### src/rtl/quiz_round_ctrl.sv
// Quiz-buzzer round controller: arm on Start, arbitrate four keys, flag fouls/timeouts, hold until Clear.
// Latency: every output reflects the inputs sampled at the previous CP edge (1 edge).
// Backpressure: none; inputs are sampled every cycle and results are held until Clear.
//
// Ports:
//   CP, Rst            clock and synchronous active-high reset
//   Start, Clear       host keys (Start acts on its rising edge, Clear is a level)
//   Key[3:0]           contestant keys, rising edge acts, Key[0] wins ties
//   t_up               countdown expired flag, only honoured while ARMED
//   cd_en              countdown enable (high only while ARMED)
//   state              0 IDLE, 1 ARMED, 2 LOCKED, 3 FOUL, 4 TIMEOUT
//   winner/winner_valid/lamp  locked or fouling contestant
//   buzzer             BUZZ_CYCLES-long pulse on entry to a result state
//   round_cnt          rounds armed, modulo 16
module quiz_round_ctrl #(
    parameter int unsigned BUZZ_CYCLES = 4
) (
    input  logic       CP,
    input  logic       Rst,
    input  logic       Start,
    input  logic       Clear,
    input  logic [3:0] Key,
    input  logic       t_up,
    output logic       cd_en,
    output logic [2:0] state,
    output logic [1:0] winner,
    output logic       winner_valid,
    output logic [3:0] lamp,
    output logic       buzzer,
    output logic [3:0] round_cnt
);

    typedef enum logic [2:0] {
        S_IDLE    = 3'd0,
        S_ARMED   = 3'd1,
        S_LOCKED  = 3'd2,
        S_FOUL    = 3'd3,
        S_TIMEOUT = 3'd4
    } state_e;

    localparam logic [3:0] BUZZ_LOAD = 4'(BUZZ_CYCLES);

    state_e     state_q, state_d;
    logic [1:0] winner_q, winner_d;
    logic [3:0] round_cnt_q, round_cnt_d;
    logic [3:0] buzz_cnt_q, buzz_cnt_d;
    logic [3:0] key_q;
    logic       start_q;

    logic [3:0] key_rise;
    logic       start_rise;
    logic       any_rise;
    logic [1:0] rise_idx;

    assign key_rise   = Key & ~key_q;
    assign start_rise = Start & ~start_q;
    assign any_rise   = |key_rise;

    // Lowest set bit wins: scan from the top so the lowest index is written last.
    always_comb begin
        rise_idx = 2'd0;
        for (int i = 3; i >= 0; i--) begin
            if (key_rise[i]) begin
                rise_idx = 2'(i);
            end
        end
    end

    always_comb begin
        state_d     = state_q;
        winner_d    = winner_q;
        round_cnt_d = round_cnt_q;
        buzz_cnt_d  = (buzz_cnt_q != 4'd0) ? (buzz_cnt_q - 4'd1) : 4'd0;

        if (Clear) begin
            state_d    = S_IDLE;
            winner_d   = 2'd0;
            buzz_cnt_d = 4'd0;
        end else begin
            case (state_q)
                S_IDLE: begin
                    // A key pressed before the round is armed is a foul, even
                    // if Start rises in the same cycle.
                    if (any_rise) begin
                        state_d    = S_FOUL;
                        winner_d   = rise_idx;
                        buzz_cnt_d = BUZZ_LOAD;
                    end else if (start_rise) begin
                        state_d     = S_ARMED;
                        round_cnt_d = round_cnt_q + 4'd1;
                    end
                end
                S_ARMED: begin
                    // A key arriving together with expiry still counts as an answer.
                    if (any_rise) begin
                        state_d    = S_LOCKED;
                        winner_d   = rise_idx;
                        buzz_cnt_d = BUZZ_LOAD;
                    end else if (t_up) begin
                        state_d    = S_TIMEOUT;
                        buzz_cnt_d = BUZZ_LOAD;
                    end
                end
                S_LOCKED, S_FOUL, S_TIMEOUT: begin
                    state_d = state_q;
                end
                default: begin
                    state_d    = S_IDLE;
                    winner_d   = 2'd0;
                    buzz_cnt_d = 4'd0;
                end
            endcase
        end
    end

    always_ff @(posedge CP) begin
        if (Rst) begin
            state_q     <= S_IDLE;
            winner_q    <= 2'd0;
            round_cnt_q <= 4'd0;
            buzz_cnt_q  <= 4'd0;
            // Treat inputs as already high so a key or Start held through
            // reset has to be released and pressed again before it acts.
            key_q       <= 4'b1111;
            start_q     <= 1'b1;
        end else begin
            state_q     <= state_d;
            winner_q    <= winner_d;
            round_cnt_q <= round_cnt_d;
            buzz_cnt_q  <= buzz_cnt_d;
            key_q       <= Key;
            start_q     <= Start;
        end
    end

    // Outputs are pure decodes of registered state, so they move only on CP.
    assign state        = state_q;
    assign cd_en        = (state_q == S_ARMED);
    assign winner       = winner_q;
    assign winner_valid = (state_q == S_LOCKED) || (state_q == S_FOUL);
    assign lamp         = winner_valid ? (4'b0001 << winner_q) : 4'b0000;
    assign buzzer       = (buzz_cnt_q != 4'd0);
    assign round_cnt    = round_cnt_q;

endmodule
### config.mk
export PLATFORM = sky130hd
export DESIGN_NAME = quiz_round_ctrl
export DESIGN_NICKNAME = d
export VERILOG_FILES = /design/src/rtl/quiz_round_ctrl.sv
export SDC_FILE = /design/constraint.sdc
export NUM_CORES = 1
export LEC_CHECK = 0
export ABC_AREA = 1
export BUFFER_PORTS_ARGS = -buffer_cell sky130_fd_sc_hd__buf_2
export CAP_MARGIN = 20
export CORE_AREA = 2 2 52 42
export CTS_CLUSTER_SIZE = 16
export DETAILED_ROUTE_END_ITERATION = 8
export DIE_AREA = 0 0 54 44
export MAX_ROUTING_LAYER = met4
export PLACE_DENSITY_LB_ADDON = 0.1
export SLEW_MARGIN = 20
export SYNTH_ARGS = -nofsm -noshare
export SYNTH_HDL_FRONTEND = slang
export SYNTH_SLANG_ARGS = --single-unit
### constraint.sdc
create_clock -name CP -period 1.8 [get_ports CP]
set_input_delay 0.36 -clock CP [delete_from_list [all_inputs] [get_ports CP]]
set_output_delay 0.36 -clock CP [all_outputs]
set_load 0.005 [all_outputs]
==> metrics.md <==
| Metric | Value |
|---|---|
| Synth-to-Final Area Change | `19.3%` |
| Synth Flop Type | `dfxtp_1` |
| Mapped Cells | `132` |
| Root Buffer Master | `clkbuf_4` |
| Row count | `14` |
| Most frequent cells in the layout | `nand2_1 (28), buf_2 (24), inv_1 (22)` |
| Worst-path fanout max | `5` |
| Post-CTS Hold Buffers | `0` |
| Slew at the pin closest to its max-slew limit | `448 ps` |
| Synth warn | `0` |
| Most common library cell in the layout ignoring fill and taps | `nand2_1` |
| Antenna-violating nets left | `0` |
| R2R Setup Slk | `460 ps` |
| PortBufs | `24` |
| Max VDD drop | `about 0.60 mV` |
| Routed WL | `1890 um` |
| Resize count post-CTS | `0` |
| First drt pass iteration count | `5` |
| Gp weighted congestion | `0.889` |
| Final Hold Fails | `0` |
| Worst Reg-to-Reg Cells | `7` |
| Total CTS buffers | `3` |
| Startpoint types | `register` |
| Reg2reg start | `state[2]` |
| Synth area leaders | `dfxtp_1 (38%), nand2_1 (11%), inv_1 (8.7%)` |
| Slew Limit Fails | `0` |
| Antenna Cells | `0` |
| First-pass GRT wire length | `between 2000 and 3000 um` |
| Register area share after synthesis | `37.8%` |
| Post-Syn Nets | `approximately 140` |
| Antenna violations before repair | `0` |
| Share of cells above drive strength 1 | `approximately 27%` |
| Post-synth top area share | `between 30% and 40%` |
| Vias in the first global route | `730` |
| IO Pins | `25` |
| Num Clock Sinks | `18` |
| Syn_area_per_cell | `around 7 um^2` |
| Largest net degree at the start of global routing | `11` |
| GR Util All Layers | `18.3%` |
| HP Start | `Start` |
| Final setup viols | `0` |
| Leakage | `about 0.59 nW` |
| Initial Utilization | `about half` |
| Die Y | `44 um` |
| Async SR Flop Fraction | `0%` |
| FILL cells | `between 150 and 200` |
| Final #Nets | `172` |
| Routed vias | `869` |
| Min Tclk post-route | `between 1500 and 2000 ps` |
| EDFF count, synth | `0` |
| Clk slew on worst S/H paths | `110 ps` |
| Crit. End Element | `output port` |
| Die area | `2380 um^2` |
| Wire per inst | `10.3 um` |
| Worst Hold Slack | `242 ps` |
| WHS Path Cells | `3` |
| WHS Endpoint | `start_q` |
| Final Skew | `5.80 ps` |
| Clk buf depth | `2` |
| CTS H-Tree Depth | `1` |
| Worst rel slew slack | `69.8%` |
| Post-route DRC | `0` |
| Die W | `54 um` |
| Post-Syn Area | `~950 um^2` |
| Distinct cells, synth | `24` |
| Seq cells post-synth | `18` |
| Max-cap viol count | `0` |
| R2R Path End | `buzz_cnt_q[3]` |
| Pwr Density | `786 nW/um^2` |
| Clock insertion delay at the later pin of the skew report | `approximately 300 ps` |
| Outcome | `complete, no violations` |
| Crit Path Class | `register to output port` |
| WP data required | `1440 ps` |
| RSZ-0062 raised after global routing | `no` |
| Core area | `roughly 1900 um^2` |
| Sum of negative setup slack | `0 ps` |
| CTS tree | `built` |
| Tightest Hold Check Type | `input pin to register` |
| Setup Buffers After CTS | `0` |
| Peak Freq | `0.606 GHz` |
| Iteration-0 DRC Markers | `10` |
| GR Overflow Total | `0` |
| Critical Path AT | `about 1300 ps` |
| Final Cycle Share | `91.7%` |
| Vias/cell | `between 4 and 5` |
| Cell taking the most area after synthesis | `dfxtp_1` |
| DP HPWL | `~1500 um` |
[worst max-delay path: stages (launching register included)]
cell and delay [ps]:
dfxtp_2 400, inv_1 50, nor2_1 100, inv_1 100
nor3_1 180, buf_2 160
[final cells by class]
type                    instances  area [um^2]  area share (%)
repair buffers                 24          120            10.6
flip-flops and latches         18          362            31.8
clock buffers                   4         36.3            3.19
well taps                      24         30.0            2.64
multi-input cells              89          498            43.8
inverters                      24         90.1            7.93
[metal layers]
layer | track usage [%] | wire [um] | up-vias | share of wire [%]
met3 | 7.24 | 95 | 2 | 5.0
met4 | 5.50 | 8 | 0 | 0.42
met2 | 27.1 | 813 | 21 | 43
met1 | 23.0 | 970 | 375 | 51
li1 | - | - | 471 | -
met5 | - | 0 | - | 0
[per-stage QoR]
step	instance area [um^2]	std cells	utilization [%]	power [mW]	worst slack, ps
after global placement	1100	179	58.1	0.643	439
after CTS	1130	183	60.0	0.905	105
after detailed placement	1100	179	58.1	0.649	403
final	1140	183	60.1	0.893	150
after floorplan	952	132	-	0.593	560
after global routing	1140	183	60.1	0.954	15.8
[cells by family after synthesis]
logic type               Yosys count  share of synthesized area [%]
adder cells (fa/ha/maj)            3                           3.94
XOR/XNOR                           4                           3.68
AO/OA/AOI/OAI                     11                           5.91
AND/OR/NAND/NOR                   71                           38.8
flip-flops                        18                           37.8
buffers and inverters             25                           9.86
[power breakdown]
part           switching (mW)  internal (mW)
clock network           0.129          0.123
registers              0.0179          0.418
logic                   0.127         0.0782
[Yosys cell counts (2+ instances only)]
master	count
nand2_1	28
xnor2_1	2
nand4_1	5
or2_2	4
nor3_1	8
ha_1	3
nor2_1	11
xor2_1	2
nand3_1	6
nor2_4	2
dfxtp_1	18
nor2_2	2
inv_1	22
a21oi_1	8
inv_2	2
[flip-flops by register name, summed over array words and instances (netlist names)]
register,flops
buzz_cnt_q,4
key_q,4
round_cnt,4
start_q,1
state,3
winner,2
[how the worst max path moves through the flow]
stage | start | end | slack, ps | cells past startpoint
2_1_floorplan | state[1] | lamp[0] | 560 | 4
6_report | state[1] | lamp[2] | 150 | 5
4_1_cts | state[1] | lamp[2] | 110 | 5
5_1_grt | state[2] | cd_en | 20 | 4
3_3_place_gp | Key[1] | round_cnt[0] | 440 | 7
3_5_place_dp | Key[1] | state[2] | 400 | 9
Note: power is estimated with default switching activity, not from simulation.
